==> src/rtl/ws2812b_pkg.sv <==
// Shared WS2812B line timing and framing constants for the transmitter and the
// loopback receiver. All times are in 100 MHz system-clock cycles.
package ws2812b_pkg;

  // Nominal transmit timing
  localparam int WS_T0H        = 40;    // high time of a '0' bit (0.4 us)
  localparam int WS_T1H        = 80;    // high time of a '1' bit (0.8 us)
  localparam int WS_T_BIT      = 125;   // full bit period (1.25 us)
  localparam int WS_T_RESET    = 5000;  // latch / reset low gap (50 us)

  // Receive decision thresholds
  localparam int WS_T_THRESH   = 60;    // high >= this decodes as '1'
  localparam int WS_T_HIGH_MIN = 20;    // shorter high pulses are glitches
  localparam int WS_T_HIGH_MAX = 110;   // a high pulse reaching this is stuck

  // Framing
  localparam int WS_PIX_W      = 24;    // bits per pixel word
  localparam int WS_CNT_W      = 8;     // default pixel counter width

  // GRB word layout: green goes out first, MSB first
  localparam int WS_G_MSB      = 23;
  localparam int WS_G_LSB      = 16;
  localparam int WS_R_MSB      = 15;
  localparam int WS_R_LSB      = 8;
  localparam int WS_B_MSB      = 7;
  localparam int WS_B_LSB      = 0;

  // Receiver state machine
  typedef enum logic [1:0] {
    ST_ARM,   // waiting for a full reset gap before trusting the line
    ST_IDLE,  // between frames, waiting for the first rising edge
    ST_HIGH,  // measuring a high pulse
    ST_LOW    // measuring the low time after a bit
  } rx_state_e;

  // Assemble a pixel word in wire order from its colour components
  function automatic logic [WS_PIX_W-1:0] grb_pack(input logic [7:0] g,
                                                   input logic [7:0] r,
                                                   input logic [7:0] b);
    return {g, r, b};
  endfunction

endpackage

==> src/rtl/ws2812b_sync.sv <==
// Two-flop synchronizer for the asynchronous WS2812B data line, followed by a
// third flop that provides a registered copy of the line together with
// registered rise/fall strobes. The strobes are asserted in the first cycle in
// which o_line shows the new level, so the three outputs stay aligned.
module ws2812b_sync (
  input  logic i_clk,
  input  logic i_reset,
  input  logic i_din,
  output logic o_line,
  output logic o_rise,
  output logic o_fall
);

  logic r_meta;
  logic r_sync;
  logic r_line;
  logic r_rise;
  logic r_fall;

  // Synchronize din, keep a delayed copy and derive aligned edge strobes
  always_ff @(posedge i_clk) begin
    if (i_reset) begin
      r_meta <= 1'b0;
      r_sync <= 1'b0;
      r_line <= 1'b0;
      r_rise <= 1'b0;
      r_fall <= 1'b0;
    end else begin
      r_meta <= i_din;
      r_sync <= r_meta;
      r_line <= r_sync;
      r_rise <= r_sync & ~r_line;
      r_fall <= ~r_sync & r_line;
    end
  end

  assign o_line = r_line;
  assign o_rise = r_rise;
  assign o_fall = r_fall;

endmodule

==> src/rtl/ws2812b_rx_decoder.sv <==
// WS2812B receive decoder: measures synchronized high/low times of the NRZ
// line, turns each high pulse into a bit, assembles 24-bit GRB words, counts
// pixels per frame and reports the latch gap and malformed traffic.
module ws2812b_rx_decoder
  import ws2812b_pkg::*;
#(
  parameter int T_THRESH   = WS_T_THRESH,
  parameter int T_HIGH_MIN = WS_T_HIGH_MIN,
  parameter int T_HIGH_MAX = WS_T_HIGH_MAX,
  parameter int T_RESET    = WS_T_RESET,
  parameter int CNT_W      = WS_CNT_W
) (
  input  logic                clk,
  input  logic                reset,
  input  logic                din,
  output logic [WS_PIX_W-1:0] pixel,
  output logic                pixelValid,
  output logic [CNT_W-1:0]    pixelCount,
  output logic                frameDone,
  output logic                bitError
);

  localparam int HC_W = $clog2(T_HIGH_MAX + 1);
  localparam int LC_W = $clog2(T_RESET + 1);

  // Counter increment that holds at all-ones instead of wrapping
  function automatic logic [CNT_W-1:0] sat_inc(input logic [CNT_W-1:0] v);
    return (&v) ? v : v + CNT_W'(1);
  endfunction

  logic w_line;
  logic w_rise;
  logic w_fall;
  logic w_bit;

  rx_state_e           r_state;
  logic [HC_W-1:0]     r_high_cnt;
  logic [LC_W-1:0]     r_low_cnt;
  logic [4:0]          r_bit_cnt;
  logic [WS_PIX_W-2:0] r_shreg;
  logic [WS_PIX_W-1:0] r_pixel;
  logic                r_pix_vld;
  logic [CNT_W-1:0]    r_pix_cnt;
  logic                r_frame_done;
  logic                r_bit_err;
  logic                r_fd_last;

  ws2812b_sync u_sync (
    .i_clk   (clk),
    .i_reset (reset),
    .i_din   (din),
    .o_line  (w_line),
    .o_rise  (w_rise),
    .o_fall  (w_fall)
  );

  // Bit value of the pulse that is ending: long pulses are ones
  assign w_bit = (r_high_cnt >= HC_W'(T_THRESH));

  // Receiver FSM with high/low timers, shift register and pixel/frame strobes.
  // Timers count line cycles including the edge cycle itself, so on a falling
  // edge r_high_cnt equals the number of cycles the line was high.
  always_ff @(posedge clk) begin
    if (reset) begin
      r_state      <= ST_ARM;
      r_high_cnt   <= '0;
      r_low_cnt    <= '0;
      r_bit_cnt    <= '0;
      r_pixel      <= '0;
      r_pix_vld    <= 1'b0;
      r_pix_cnt    <= '0;
      r_frame_done <= 1'b0;
      r_bit_err    <= 1'b0;
      r_fd_last    <= 1'b0;
    end else begin
      r_pix_vld    <= 1'b0;
      r_frame_done <= 1'b0;
      r_bit_err    <= 1'b0;

      case (r_state)
        ST_ARM: begin
          // Any high restarts the wait; only a clean reset gap re-arms
          if (w_line) begin
            r_low_cnt <= '0;
          end else if (r_low_cnt == LC_W'(T_RESET - 1)) begin
            r_low_cnt <= '0;
            r_state   <= ST_IDLE;
          end else begin
            r_low_cnt <= r_low_cnt + LC_W'(1);
          end
        end

        ST_IDLE: begin
          if (w_rise) begin
            r_high_cnt <= HC_W'(1);
            r_bit_cnt  <= '0;
            r_state    <= ST_HIGH;
            // First pulse of a new frame restarts the pixel count
            if (r_fd_last) begin
              r_pix_cnt <= '0;
              r_fd_last <= 1'b0;
            end
          end
        end

        ST_HIGH: begin
          if (w_fall) begin
            if (r_high_cnt < HC_W'(T_HIGH_MIN)) begin
              // Too short to be a data bit: treat as a glitch
              r_bit_err <= 1'b1;
              r_bit_cnt <= '0;
              r_low_cnt <= LC_W'(1);
              r_state   <= ST_ARM;
            end else begin
              if (r_bit_cnt == 5'(WS_PIX_W - 1)) begin
                r_pixel   <= {r_shreg, w_bit};
                r_pix_vld <= 1'b1;
                r_bit_cnt <= '0;
                r_pix_cnt <= sat_inc(r_pix_cnt);
              end else begin
                r_shreg   <= {r_shreg[WS_PIX_W-3:0], w_bit};
                r_bit_cnt <= r_bit_cnt + 5'd1;
              end
              r_low_cnt <= LC_W'(1);
              r_state   <= ST_LOW;
            end
          end else if (r_high_cnt == HC_W'(T_HIGH_MAX - 1)) begin
            // Line stuck high: drop the partial word and resynchronize
            r_bit_err <= 1'b1;
            r_bit_cnt <= '0;
            r_low_cnt <= '0;
            r_state   <= ST_ARM;
          end else begin
            r_high_cnt <= r_high_cnt + HC_W'(1);
          end
        end

        ST_LOW: begin
          if (w_rise) begin
            r_high_cnt <= HC_W'(1);
            r_state    <= ST_HIGH;
          end else if (r_low_cnt == LC_W'(T_RESET - 1)) begin
            // Latch gap: frame ends; an unfinished word is reported and dropped
            r_frame_done <= 1'b1;
            r_fd_last    <= 1'b1;
            r_bit_err    <= (r_bit_cnt != 5'd0);
            r_bit_cnt    <= '0;
            r_low_cnt    <= '0;
            r_state      <= ST_IDLE;
          end else begin
            r_low_cnt <= r_low_cnt + LC_W'(1);
          end
        end

        default: begin
          r_state <= ST_ARM;
        end
      endcase
    end
  end

  assign pixel      = r_pixel;
  assign pixelValid = r_pix_vld;
  assign pixelCount = r_pix_cnt;
  assign frameDone  = r_frame_done;
  assign bitError   = r_bit_err;

endmodule

==> config.mk <==
export PLATFORM = sky130hd
export DESIGN_NAME = ws2812b_rx_decoder
export DESIGN_NICKNAME = d
export VERILOG_FILES = /design/src/rtl/ws2812b_pkg.sv /design/src/rtl/ws2812b_sync.sv /design/src/rtl/ws2812b_rx_decoder.sv
export SDC_FILE = /design/constraint.sdc
export NUM_CORES = 1
export LEC_CHECK = 0
export BUFFER_PORTS_ARGS = -buffer_cell sky130_fd_sc_hd__buf_2
export CORE_MARGIN = 2
export CORE_UTILIZATION = 40
export DETAILED_ROUTE_END_ITERATION = 12
export GPL_TIMING_DRIVEN = 0
export PLACE_DENSITY = 0.56
export SETUP_SLACK_MARGIN = 0.3
export SYNTH_ARGS = -nofsm -noshare
export SYNTH_HDL_FRONTEND = slang
export SYNTH_SLANG_ARGS = --single-unit
export TNS_END_PERCENT = 1
==> constraint.sdc <==
create_clock -name clk -period 2.5 [get_ports clk]
set_input_delay 0 -clock clk [delete_from_list [all_inputs] [get_ports clk]]
set_output_delay 0 -clock clk [all_outputs]
set_load 0.02 [all_outputs]
==> results of run 1 <==
==> critical path, delay by kind of cell (launching register included) <==
family          cells  cell delay, ns
simple gates        2            0.64
buf+inv             2            0.51
flops               1            0.36
compound gates      1            0.29
==> synth_stat cells, types with 3 or more instances <==
cell type / instances
a211oi_1: 13
a21oi_1: 9
a311oi_1: 13
a31o_2: 3
a31oi_1: 4
a41oi_1: 7
and2_1: 3
and3_1: 10
and4_1: 3
buf_2: 4
buf_4: 4
clkbuf_1: 11
dfxtp_1: 68
edfxtp_1: 23
ha_1: 7
inv_1: 10
mux2i_1: 25
nand2_1: 12
nand3_1: 18
nand3b_1: 4
nand4_1: 10
nor2_1: 31
nor2b_1: 5
nor3_1: 4
nor3b_1: 3
o211ai_1: 4
o21a_1: 8
o21ai_0: 3
o31ai_1: 9
or4_1: 7
==> area by class of cell <==
| cell class | instances | share of cell area [%] |
|---|---|---|
| tap | 133 | 3.632 |
| clock buffer | 9 | 2.703 |
| sequential | 91 | 44.78 |
| timing repair buffer | 46 | 5.625 |
| inverter | 11 | 0.9011 |
| buffer | 21 | 2.430 |
| clock inverter | 7 | 1.502 |
| multi-input combinational | 245 | 38.42 |
==> power groups by stage <==
stage / Sequential (uW) / Combinational [uW] / Clock [uW]
floorplan: 1550 / 28.7 / 0
global placement: 1550 / 43.4 / 0
detailed placement: 1550 / 44.4 / 0
CTS: 1510 / 47.0 / 997
global route: 1520 / 52.8 / 1050
finish: 1510 / 46.6 / 959
==> metal layers <==
layer | vias to the layer above | part of all wire [%] | track usage, %
met5 | - | 0 | 0
met1 | 1463 | 49 | 23.13
met2 | 70 | 47 | 28.07
li1 | 1543 | - | -
met3 | 2 | 4.0 | 3.831
met4 | 0 | 0.35 | 6.478
==> cell families (layout without fill, tap and decap cells) <==
group | count (synthesis) | after routing | share of synthesized area, %
AO/OA/AOI/OAI | 88 | 88 | 17.61
XOR/XNOR | 2 | 2 | 0.4451
adder cells (fa/ha/maj) | 7 | 7 | 2.225
buffers and inverters | 32 | 94 | 3.783
flip-flops | 91 | 91 | 52.13
multiplexers | 25 | 25 | 6.357
AND/OR/NAND/NOR | 122 | 123 | 17.45
==> how the worst min path moves through the flow <==
stage                      from            end  slack [ns]
after detailed placement    din  u_sync.r_meta        0.21
after global routing        din  u_sync.r_meta        0.37
final                       din  u_sync.r_meta        0.38
after global placement      din  u_sync.r_meta        0.22
after CTS                   din  u_sync.r_meta        0.36
after floorplan           reset  u_sync.o_line        0.08
==> registers in the layout, summed over array words and instances, names as in the netlist <==
| name | flops |
|---|---|
| bitError | 1 |
| frameDone | 1 |
| pixel | 24 |
| pixelCount | 8 |
| pixelValid | 1 |
| r_bit_cnt | 5 |
| r_fd_last | 1 |
| r_high_cnt | 7 |
| r_low_cnt | 13 |
| r_shreg | 23 |
| r_state | 2 |
| u_sync.o_fall | 1 |
| u_sync.o_line | 1 |
| u_sync.o_rise | 1 |
| u_sync.r_meta | 1 |
| u_sync.r_sync | 1 |
==> repair_timing <==
| item | in CTS | in global routing |
|---|---|---|
| hold endpoints to repair | 4 | 0 |
| pin swaps | 0 | 3 |
| hold buffers | 2 | 0 |
| resized for setup | 2 | 5 |
| setup buffers | 0 | 7 |
| setup endpoints to repair | 44 | 70 |
| gates cloned | 0 | 1 |
==> per-stage QoR <==
stage	util, %	std cells	instance area [um^2]	power, uW
after floorplan	-	367	3936	1574
after global placement	44.28	537	4288	1590
after detailed placement	44.28	537	4288	1591
after CTS	46.52	555	4506	2557
after global routing	47.31	563	4582	2617
final	47.31	563	4582	2518
==> run summary, run 1 <==
WS Path Type - flop to flop
RSZ-0062 raised after global routing - true
top_reg_cell synth - dfxtp_1
DR DRC count - 0
synth top area cells - dfxtp_1 35%, edfxtp_1 18%, mux2i_1 6.4%
DRT Wirelength - 8812 um
setup tns final - 0 ns
reg2reg path depth - 5
GR Overflow Total - 0
Place WS - -0.1533 ns
count of input and output buffers - 37
most frequent cells in the layout - 68 x dfxtp_1, 40 x buf_2, 31 x nor2_1
cells after synthesis - 367
max incr delay on CP - 0.41 ns
Crit path required time - 2.55 ns
leak pwr - 0.001643 uW
largest net degree at the start of global routing - 24
drt first pass iters - 4
Post-synth EDFFs - 23
Final period util - 84.67%
remaining antenna violation count - 0
Root Driver - clkbuf_8
clock share of power - 38.1%
layout cells sized above 1 - 20.23%
die height - 103.2 um
CP arrival - 2.17 ns
status - finished, final reports clean
Switch Pwr - 612.2 uW
initial antenna violation count - 0
Final GP Congestion - 0.8424
fmax - 472.4 MHz
HP Class - input pin to flop
clock sinks - 91
Max Cap Violations - 0
synth unique cells - 54
crit-path max FO - 11
CP endpoint - r_shreg[5]
internal power - 1906 uW
register area - 2052 um^2
vias in the first global route - 2902
IO Count - 38
Syn. warnings - 0
Layout Skew - 0.01424 ns
most common cell after layout, fill and taps aside - dfxtp_1
FF-to-FF setup slack - 0.38 ns
diodes inserted - 0
Clk Latency, worst-skew pair - 0.37 ns
worst rel slew slack - 59.46%
gr usage total - 17.45%
peak supply drop - 349.6 uV
worst r2r src - r_state[1]
post-DP HPWL - 5916 um
first-pass GRT wire length - 14480 um
Period minus WS final - 2.117 ns
Worst-path clk slew - 0.10 ns
Comb pwr share - 1.8%
Fill cells - 930
CP max-delay cell - and3_2
FFs w/ async S/R, synth - 0%
Die X - 103.2 um
Setup crit end kind - flop
Worst Tran Pin Value - 0.6080 ns
Area growth syn-to-layout - 16.40%
Critical Path Source Type - flop
Seq cells post-synth - 91
Syn Area/Cell - 10.73 um^2
register area share after synthesis - 52.13%
cell taking the most area after synthesis - dfxtp_1
Core Region - 9684 um^2
Slew Limit Fails - 0
Reg2Reg Capture Point - r_shreg[5]
WHS - 0.3762 ns
Avg WL per Cell - 15.65 um
final net count - 435
DIE AREA - 10650 um^2
multi-input logic area - 1760 um^2
final hold violations - 0
vias per cell - 5.467
Row Count - 36
Sw Share - 24.31%
CTS tree - done
pwr/cell area - 549.6 nW/um^2
crit-path most repeated cell - buf_2
Worst Setup SP - r_state[1]
CTS max path bufs - 2
Final setup viols - 0
CTS Buf Count - 9
H-Tree Depth - 3
DR iter-0 viols - 106
Seq pwr share - 60.1%
crit path cell chain - buf_2 > nand3b_1 > a21oi_1 > buf_2 > and3_2
top-area cell type share of the netlist area - 34.58%
Final Worst Setup Slack - 0.3833 ns
routed vias - 3078
Min-Delay Path Depth - 3
effective utilization at floorplan - 40.65%
Syn Nets - 377
Mapped Area - 3936 um^2
Note: power is estimated with default switching activity, not from simulation.
==> run 2, diff against run 1 <==
--- a/config.mk
+++ b/config.mk
@@ -10,7 +10,7 @@
 export CORE_UTILIZATION = 40
 export DETAILED_ROUTE_END_ITERATION = 12
 export GPL_TIMING_DRIVEN = 0
-export PLACE_DENSITY = 0.56
+export PLACE_DENSITY = 0.58
 export SETUP_SLACK_MARGIN = 0.3
 export SYNTH_ARGS = -nofsm -noshare
 export SYNTH_HDL_FRONTEND = slang
==> constraint.sdc (replaced) <==
create_clock -name clk -period 1.9 [get_ports clk]
set_input_delay 0 -clock clk [delete_from_list [all_inputs] [get_ports clk]]
set_output_delay 0 -clock clk [all_outputs]
set_load 0.02 [all_outputs]
==> run 2 against run 1 <==
  * The flow now finishes with violations (hold timing)
  * Via count is 6.4% higher
  * Die area stayed put
  * Sequential share of layout area is 2.9 points lower
  * Wire length is 9.8% higher
  * Total power is 32% higher
  * Clock power is 33% higher
  * Combinational power is 45% higher
  * First-iteration DRC count is 6.6% lower
  * Fmax is 17% higher
  * Critical path type unchanged
  * Clock skew is 0.0038 ns lower
  * Final area is 8.5% higher
  * Largest cell class unchanged
==> run summary, run 2 (same netlist as run 1, synthesis figures left out) <==
status - finished, violations left
failing checks - hold timing
routed vias - 3275 (+6.4%)
effective utilization at floorplan - 40.65% (unchanged)
DR DRC count - 0 (unchanged)
RSZ-0062 raised after global routing - true
WS Path Type - flop to flop
Placed Area - 4319 um^2 (+0.73%)
vias in the first global route - 3163 (+9.0%)
Avg WL per Cell - 16.69 um (+6.6%)
Final setup viols - 0 (unchanged)
WHS - -0.00009653 ns (-0.3763 ns)
largest net degree at the start of global routing - 19 (-21%)
final net count - 452 (+3.9%)
CP arrival - 2.11 ns (-0.06 ns)
gr usage total - 18.94% (+1.5 points)
worst rel slew slack - 55.12% (-4.3 points)
fmax - 551.6 MHz (+17%)
reg2reg path depth - 7 (+2)
Setup crit end kind - flop
DRT Wirelength - 9679 um (+9.8%)
GR Overflow Total - 0 (unchanged)
drt first pass iters - 4 (unchanged)
gr busiest metal - met2
count of input and output buffers - 37 (unchanged)
post-DP HPWL - 5903 um (-0.22%)
Place WS - -0.3816 ns (-0.2283 ns)
most frequent cells in the layout - 53 x dfxtp_1, 38 x buf_2, 29 x nor2_1
CTS Buf Count - 9 (unchanged)
Worst Setup SP - r_high_cnt[1]
Area growth syn-to-layout - 26.26%
Crit path required time - 2.20 ns (-0.35 ns)
Die X - 103.2 um (unchanged)
diodes inserted - 0 (unchanged)
Period minus WS final - 1.813 ns (-0.3038 ns)
first-pass GRT wire length - 15590 um (+7.7%)
IO Count - 38 (unchanged)
max reg flops - 24 (unchanged)
pwr/cell area - 671.3 nW/um^2 (+22%)
Layout Skew - 0.01048 ns (-0.003762 ns)
initial antenna violation count - 0 (unchanged)
die height - 103.2 um (unchanged)
CTS tree - done
Final Worst Setup Slack - 0.08715 ns (-0.2962 ns)
Root Driver - clkbuf_8
Reg2Reg Capture Point - r_low_cnt[6]
crit-path max FO - 5 (-6)
GR Util met1 - 25.61% (+2.5 points)
Clk Latency, worst-skew pair - 0.37 ns (about the same)
DIE AREA - 10650 um^2 (unchanged)
Row Count - 36 (unchanged)
Final period util - 95.41% (+11 points)
Critical Path Source Type - flop
HP Class - input pin to flop
CTS max path bufs - 2 (unchanged)
final hold violations - 1 (+1)
leak pwr - 0.001788 uW (+8.8%)
global-route met3 utilization - 2.890% (-0.94 points)
CP endpoint - r_low_cnt[6]
worst r2r src - r_high_cnt[1]
fin cells - 580 (+3.0%)
remaining antenna violation count - 0 (unchanged)
met2 Usage GRT - 29.72% (+1.6 points)
Pwr Total - 3336 uW (+32%)
Slew Limit Fails - 0 (unchanged)
Final GP Congestion - 0.8391 (-0.39%)
DR iter-0 viols - 99 (-6.6%)
placed insts - 537 (unchanged)
Core Region - 9684 um^2 (unchanged)
vias per cell - 5.647 (+3.3%)
Design Area, Final - 4970 um^2 (+8.5%)
FF-to-FF setup slack - 0.09 ns (-0.30 ns)
Min-Delay Path Depth - 3 (unchanged)
Worst-path clk slew - 0.10 ns (about the same)
Worst Tran Pin Value - 0.6732 ns (+0.06520 ns)
Max Cap Violations - 0 (unchanged)
clock sinks - 91 (unchanged)
H-Tree Depth - 3 (unchanged)
peak supply drop - 301.6 uV (-14%)
layout cells sized above 1 - 33.11% (+13 points)
most common cell after layout, fill and taps aside - dfxtp_1
run 2: changes by cell type in the layout (fill, tap and decap cells not counted), moves of 4 or more:
| cell | delta |
|---|---|
| dfxtp_1 | -15 |
| dfxtp_4 | +4 |
| a211oi_2 | +4 |
| buf_6 | +6 |
| a211oi_1 | -4 |
| dfxtp_2 | +11 |
| buf_4 | +11 |
run 2: critical path, cell delays in order (launching register included):
cell	delay, ns
dfxtp_4	0.36
inv_4	0.06
ha_4	0.11
nand3b_1	0.11
o21a_2	0.26
buf_6	0.14
or4b_4	0.48
a211oi_2	0.21
run 2: how the worst min path moves through the flow:
stage,startpoint,endpoint,slack [ns]
2_1_floorplan,reset,u_sync.o_line,0.08
3_3_place_gp,din,u_sync.r_meta,0.22
3_5_place_dp,din,u_sync.r_meta,0.22
4_1_cts,reset,r_high_cnt[5],-0.02
5_1_grt,reset,r_high_cnt[5],0.04
6_report,reset,r_high_cnt[5],-0.0001
run 2: stage by stage:
stage | TNS (ns) | hold WS, ns | utilization, %
3_5_place_dp | -13.18 | 0.2156 | 44.60
2_1_floorplan | 0 | 0.07912 | -
5_1_grt | 0 | 0.03606 | 51.32
4_1_cts | 0 | -0.01711 | 50.26
6_report | 0 | -0.00009653 | 51.32
3_3_place_gp | -12.21 | 0.2213 | 44.60
run 2: final cells by class:
cell class,instances,area (um^2)
Buffer,21,158.9
Clock buffer,9,123.9
Clock inverter,7,65.06
Fill cell,895,4715
Inverter,11,43.79
Multi-Input combinational cell,247,1956
Sequential cell,91,2081
Tap cell,133,166.4
Timing Repair Buffer,61,375.4
run 2: timing repair:
action                                 CTS  global route
setup endpoints to repair               82            84
resized for setup                       56            17
pin swaps                               18             4
hold buffers                             2             0
setup buffers                           13             6
cloned                                   5             1
endpoints found under the hold margin    4             0
run 2: report_power, final:
part | internal, uW | switching, uW | leakage, uW
Clock | 510 | 769 | 0.0000947
Combinational | 22.1 | 45.2 | 0.000886
Sequential | 1980 | 12.0 | 0.000807
Total | 2510 | 827 | 0.00179
run 2: per-layer routing:
| layer | routed length [um] | up-vias |
|---|---|---|
| met5 | 0 | - |
| met4 | 204 | 0 |
| met3 | 369 | 17 |
| met2 | 4503 | 83 |
| met1 | 4602 | 1601 |
| li1 | - | 1574 |
